==> src/rtl/mac_arb.sv <==
// mac_arb: two-requester arbiter and burst sequencer for a shared complex MAC.
// A granted requester gets one burst: alternating Q/I accumulate cycles that walk
// the sample buffer backwards and the coefficient ROM forwards (each coefficient
// is used for one Q and one I sample), followed by two output-dump cycles.
//
// Ports:
//   clk, reset            rising-edge clock, synchronous active-high reset
//   req[1:0]              level requests, held until the matching done pulse
//   r_start0/1 [PSZ]      newest buffer entry (Q word), captured at grant
//   c_base0/1  [CSZ]      first coefficient address, captured at grant
//   c_len0/1   [CSZ]      tap count minus one, captured at grant
//   gnt[1:0]              one-hot grant, high for the whole burst incl. dump
//   busy                  high whenever the sequencer is not idle
//   r_addr [PSZ]          buffer read address to the datapath
//   c_addr [CSZ]          coefficient read address to the datapath
//   mac_ena               accumulate enable
//   dump                  output-dump strobe
//   sel                   index of the granted requester
//   done[1:0]             one-cycle completion pulse per requester
//
// Build option: define MAC_ARB_FIXED_PRIO_EN to make requester 0 always win
// contention; otherwise contention is resolved round-robin.

module mac_arb #(
  parameter int unsigned PSZ = 9,
  parameter int unsigned CSZ = 8
) (
  input  logic           clk,
  input  logic           reset,
  input  logic [1:0]     req,
  input  logic [PSZ-1:0] r_start0,
  input  logic [PSZ-1:0] r_start1,
  input  logic [CSZ-1:0] c_base0,
  input  logic [CSZ-1:0] c_base1,
  input  logic [CSZ-1:0] c_len0,
  input  logic [CSZ-1:0] c_len1,
  output logic [1:0]     gnt,
  output logic           busy,
  output logic [PSZ-1:0] r_addr,
  output logic [CSZ-1:0] c_addr,
  output logic           mac_ena,
  output logic           dump,
  output logic           sel,
  output logic [1:0]     done
);

  typedef enum logic [2:0] {
    IDLE = 3'd0,
    MACQ = 3'd1,
    MACI = 3'd2,
    DMPQ = 3'd3,
    DMPI = 3'd4
  } state_t;

  state_t         state;
  // Last coefficient address of the burst; the burst ends when c_addr reaches it.
  logic [CSZ-1:0] c_end;
  logic           win_c;

`ifndef MAC_ARB_FIXED_PRIO_EN
  logic           last;
`endif

  // Winner selection among the currently asserted requests.
  always_comb begin
    win_c = 1'b0;
`ifdef MAC_ARB_FIXED_PRIO_EN
    win_c = ~req[0];
`else
    case (req)
      2'b01:   win_c = 1'b0;
      2'b10:   win_c = 1'b1;
      2'b11:   win_c = ~last;
      default: win_c = 1'b0;
    endcase
`endif
  end

  // Sequencer state and registered datapath controls.
  always_ff @(posedge clk) begin
    if (reset) begin
      state   <= IDLE;
      gnt     <= 2'b00;
      busy    <= 1'b0;
      r_addr  <= '0;
      c_addr  <= '0;
      c_end   <= '0;
      mac_ena <= 1'b0;
      dump    <= 1'b0;
      sel     <= 1'b0;
      done    <= 2'b00;
`ifndef MAC_ARB_FIXED_PRIO_EN
      last    <= 1'b1;
`endif
    end else begin
      done <= 2'b00;
      case (state)
        IDLE: begin
          if (|req) begin
            state   <= MACQ;
            gnt     <= win_c ? 2'b10 : 2'b01;
            sel     <= win_c;
            busy    <= 1'b1;
            mac_ena <= 1'b1;
            r_addr  <= win_c ? r_start1 : r_start0;
            c_addr  <= win_c ? c_base1 : c_base0;
            c_end   <= win_c ? CSZ'(c_base1 + c_len1) : CSZ'(c_base0 + c_len0);
          end
        end
        MACQ: begin
          r_addr <= r_addr - PSZ'(1);
          state  <= MACI;
        end
        MACI: begin
          if (c_addr != c_end) begin
            r_addr <= r_addr - PSZ'(1);
            c_addr <= c_addr + CSZ'(1);
            state  <= MACQ;
          end else begin
            mac_ena <= 1'b0;
            dump    <= 1'b1;
            state   <= DMPQ;
          end
        end
        DMPQ: begin
          state <= DMPI;
        end
        DMPI: begin
          done  <= sel ? 2'b10 : 2'b01;
          dump  <= 1'b0;
          gnt   <= 2'b00;
          busy  <= 1'b0;
          state <= IDLE;
`ifndef MAC_ARB_FIXED_PRIO_EN
          last  <= sel;
`endif
        end
        default: begin
          state   <= IDLE;
          gnt     <= 2'b00;
          busy    <= 1'b0;
          mac_ena <= 1'b0;
          dump    <= 1'b0;
        end
      endcase
    end
  end

endmodule

==> config.mk <==
export PLATFORM = sky130hd
export DESIGN_NAME = mac_arb
export DESIGN_NICKNAME = d
export VERILOG_FILES = /design/src/rtl/mac_arb.sv
export SDC_FILE = /design/constraint.sdc
export NUM_CORES = 1
export LEC_CHECK = 0
export BUFFER_PORTS_ARGS = -buffer_cell sky130_fd_sc_hd__buf_4
export CAP_MARGIN = 10
export CORE_UTILIZATION = 43
export CTS_BUF_LIST = sky130_fd_sc_hd__clkbuf_8 sky130_fd_sc_hd__clkbuf_16
export CTS_CLUSTER_SIZE = 20
export DETAILED_ROUTE_END_ITERATION = 7
export PLACE_DENSITY = 0.75
export SLEW_MARGIN = 0
export SYNTH_ARGS = -nofsm -noshare
export SYNTH_HDL_FRONTEND = slang
export SYNTH_SLANG_ARGS = --single-unit
export TNS_END_PERCENT = 10
==> constraint.sdc <==
create_clock -name clk -period 1.9 [get_ports clk]
set_input_delay 0 -clock clk [delete_from_list [all_inputs] [get_ports clk]]
set_output_delay 0 -clock clk [all_outputs]
set_load 0.005 [all_outputs]
==> impl_metrics.env <==
export IMPL_cts_root_buffer_cell="clkbuf_8"
export IMPL_synth_fp_nets=449
export IMPL_status="finished, violations left"
export IMPL_io_pins=79
export IMPL_yosysUniqueCellTypes=68
export IMPL_drc=6
export IMPL_grt_pass1_vias=3132
export IMPL_netlist_area_mm2=0.00292
export IMPL_detail_route_antenna_nets=0
export IMPL_switchingPower_mw=1.04
export IMPL_die_w_um=84.5
export IMPL_wirelength_um=8960
export IMPL_ir_worst_vdd_mv=0.445
export IMPL_portBuffers=78
export IMPL_avgSynthCellArea_um2=7.76
export IMPL_max_cap_violations=0
export IMPL_mostFrequentLayoutCells="buf_4, nand2_1, dfxtp_1"
export IMPL_cp_end_kind="register"
export IMPL_ctsResizeCount=0
export IMPL_clock_skew_ps=8.34
export IMPL_instances_no_fill=541
export IMPL_p_int_mw=1.80
export IMPL_slew_viol_final=0
export IMPL_avgRoutedWirePerCell_um=16.6
export IMPL_worst_pin_slew_ps=513
export IMPL_seq_area_frac_synth_pct=25.3
export IMPL_area_growth_synth_to_final_pct=30.9
export IMPL_grt_first_pass_wirelength_um=14600
export IMPL_design_die_area_mm2=0.00713
export IMPL_layout_commonest_cell="buf_4"
export IMPL_postCtsSetupBuffers=0
export IMPL_required_ps=2090
export IMPL_synth_warnings=0
export IMPL_synth_async_reset_ratio_pct=0
export IMPL_syn_inst=377
export IMPL_core_mm2=0.00646
export IMPL_swShare_pct=36.6
export IMPL_antenna_found_initial=0
export IMPL_overflow=0
export IMPL_synth_edf_count=0
export IMPL_criticalPathCategory="reg -> reg"
export IMPL_floorplan_initialDensity_pct=45.3
export IMPL_dr_pass1_iters=7
export IMPL_drive_gt1_share_pct=29.3
export IMPL_cts_max_level=2
export IMPL_start_kind="register"
export IMPL_ys_ff_latch=37
export IMPL_fin_crit_ps=1810
export IMPL_p_per_area_mw_per_mm2=743
export IMPL_post_drt_via_cell_ratio=6.04
export IMPL_grt_max_degree=38
export IMPL_min_period_over_period_pct=95.5
export IMPL_hpwl_um=6810
export IMPL_cts_tree="built"
export IMPL_insertion_delay_ps=300
export IMPL_clockBufferDepth=2
export IMPL_diodes=0
export IMPL_violations="design-rule violations"
export IMPL_dp_slack_ps=58.7
export IMPL_vias=3267
export IMPL_ys_flop_type="dfxtp_1"
export IMPL_fin_ws_ps=86.3
export IMPL_hold_violations=0
export IMPL_grt_util_all_layers_pct=25.5
export IMPL_p_leak_nw=1.61
export IMPL_pwr_share_comb_pct=41.0
export IMPL_clk_pin_slew_ps=80
export IMPL_p_clk_share_pct=24.7
export IMPL_crit_fanout=7
export IMPL_cts_sinks=37
export IMPL_max_freq_ghz=0.551
export IMPL_ctsHoldBuffers=0
export IMPL_row_count=29
export IMPL_cts_buffers=5
export IMPL_setup_viol=0
export IMPL_seqPwrFrac_pct=34.4
export IMPL_gp_congestion=0.912
export IMPL_arrival_ps=2000
export IMPL_relSlewSlack_pct=65.8
export IMPL_rsz0062_at_grt="yes"
export IMPL_dr_first_iter_drc_count=328
export IMPL_hold_class="in -> reg"
export IMPL_dp_cells=533
export IMPL_die_y_um=84.5
export IMPL_nets=535
power groups by stage:
| stage | Clock [mW] | Sequential (mW) | Combinational, mW |
|---|---|---|---|
| detailed placement | 0 | 0.990 | 1.08 |
| CTS | 0.712 | 0.972 | 1.09 |
| global placement | 0 | 0.988 | 1.06 |
| floorplan | 0 | 0.972 | 0.675 |
| global route | 0.743 | 0.990 | 1.27 |
| finish | 0.702 | 0.977 | 1.17 |
worst max-delay path: stages, from the launching register on:
cell     delay [ps]
dfxtp_1         460
xnor2_1         210
nand4_4         230
o21a_4          310
or2_4           280
a41o_1          220
routing by layer:
layer | part of all wire (%) | global-route usage (%) | routed length (µm) | vias to the layer above
li1 | - | - | - | 1566
met1 | 43 | 33.9 | 3890 | 1533
met2 | 47 | 42.3 | 4230 | 145
met3 | 7.4 | 4.33 | 659 | 23
met4 | 2.0 | 7.70 | 183 | 0
met5 | 0 | 0 | 0 | -
registers in the layout, indices dropped and copies added, names as in the netlist:
signal   cells
busy         1
last         1
done         2
sel          1
gnt          2
r_addr       9
dump         1
c_addr       8
state        3
mac_ena      1
c_end        8
layout make-up:
class	count	area [µm²]
timing repair buffer	97	728
tap	77	96.3
inverter	16	60.1
multi-input combinational	306	2090
clock inverter	3	46.3
fill	589	2630
clock buffer	5	68.8
sequential	37	743
cells in the mapped netlist, drive strengths merged, types with 6 or more instances:
cell / number / share of area (%)
xnor2: 13 / 4.2
nand3: 14 / 2.4
buf: 12 / 2.4
a31oi: 6 / 1.3
dfxtp: 37 / 25
a211oi: 7 / 1.8
nor2: 34 / 4.7
clkbuf: 6 / 0.77
nor3: 19 / 3.6
inv: 16 / 2.1
nand2: 53 / 6.9
nor2b: 7 / 1.5
ha: 16 / 6.8
a21oi: 31 / 5.3
o21ai: 16 / 2.9
o31ai: 6 / 1.9
a2111oi: 6 / 2.2
cells by family (layout without fill, tap and decap cells):
kind of cell / after synthesis / after routing / share of synthesized area (%)
muxes: 5 / 5 / 1.71
adders and majority gates: 18 / 18 / 8.22
DFF: 37 / 37 / 25.3
buffers and inverters: 34 / 121 / 5.22
AOI/OAI and AO/OA: 112 / 112 / 27.9
xor gates and xnor gates: 16 / 16 / 5.05
and+or+nand+nor: 155 / 155 / 26.6
worst paths after layout:
kind	startpoint	end	slack [ps]	depth (start not counted)
max	c_addr[1]	r_addr[0]	90	5
min	r_start1[3]	r_addr[3]	100	5
max reg2reg	c_addr[1]	r_addr[0]	90	5
min reg2reg	r_addr[8]	r_addr[8]	510	2
through the flow:
stage / util, % / power (mW) / TNS, ps / hold WS (ps) / area (µm²)
3_3_place_gp: 56.6 / 2.05 / 0 / 388 / 3660
4_1_cts: 58.4 / 2.78 / 0 / 106 / 3770
3_5_place_dp: 56.6 / 2.07 / 0 / 387 / 3660
2_1_floorplan: - / 1.65 / 0 / 270 / 2920
6_report: 59.3 / 2.84 / 0 / 101 / 3830
5_1_grt: 59.3 / 3.00 / -14.5 / 123 / 3830
Note: power is estimated with default switching activity, not from simulation.
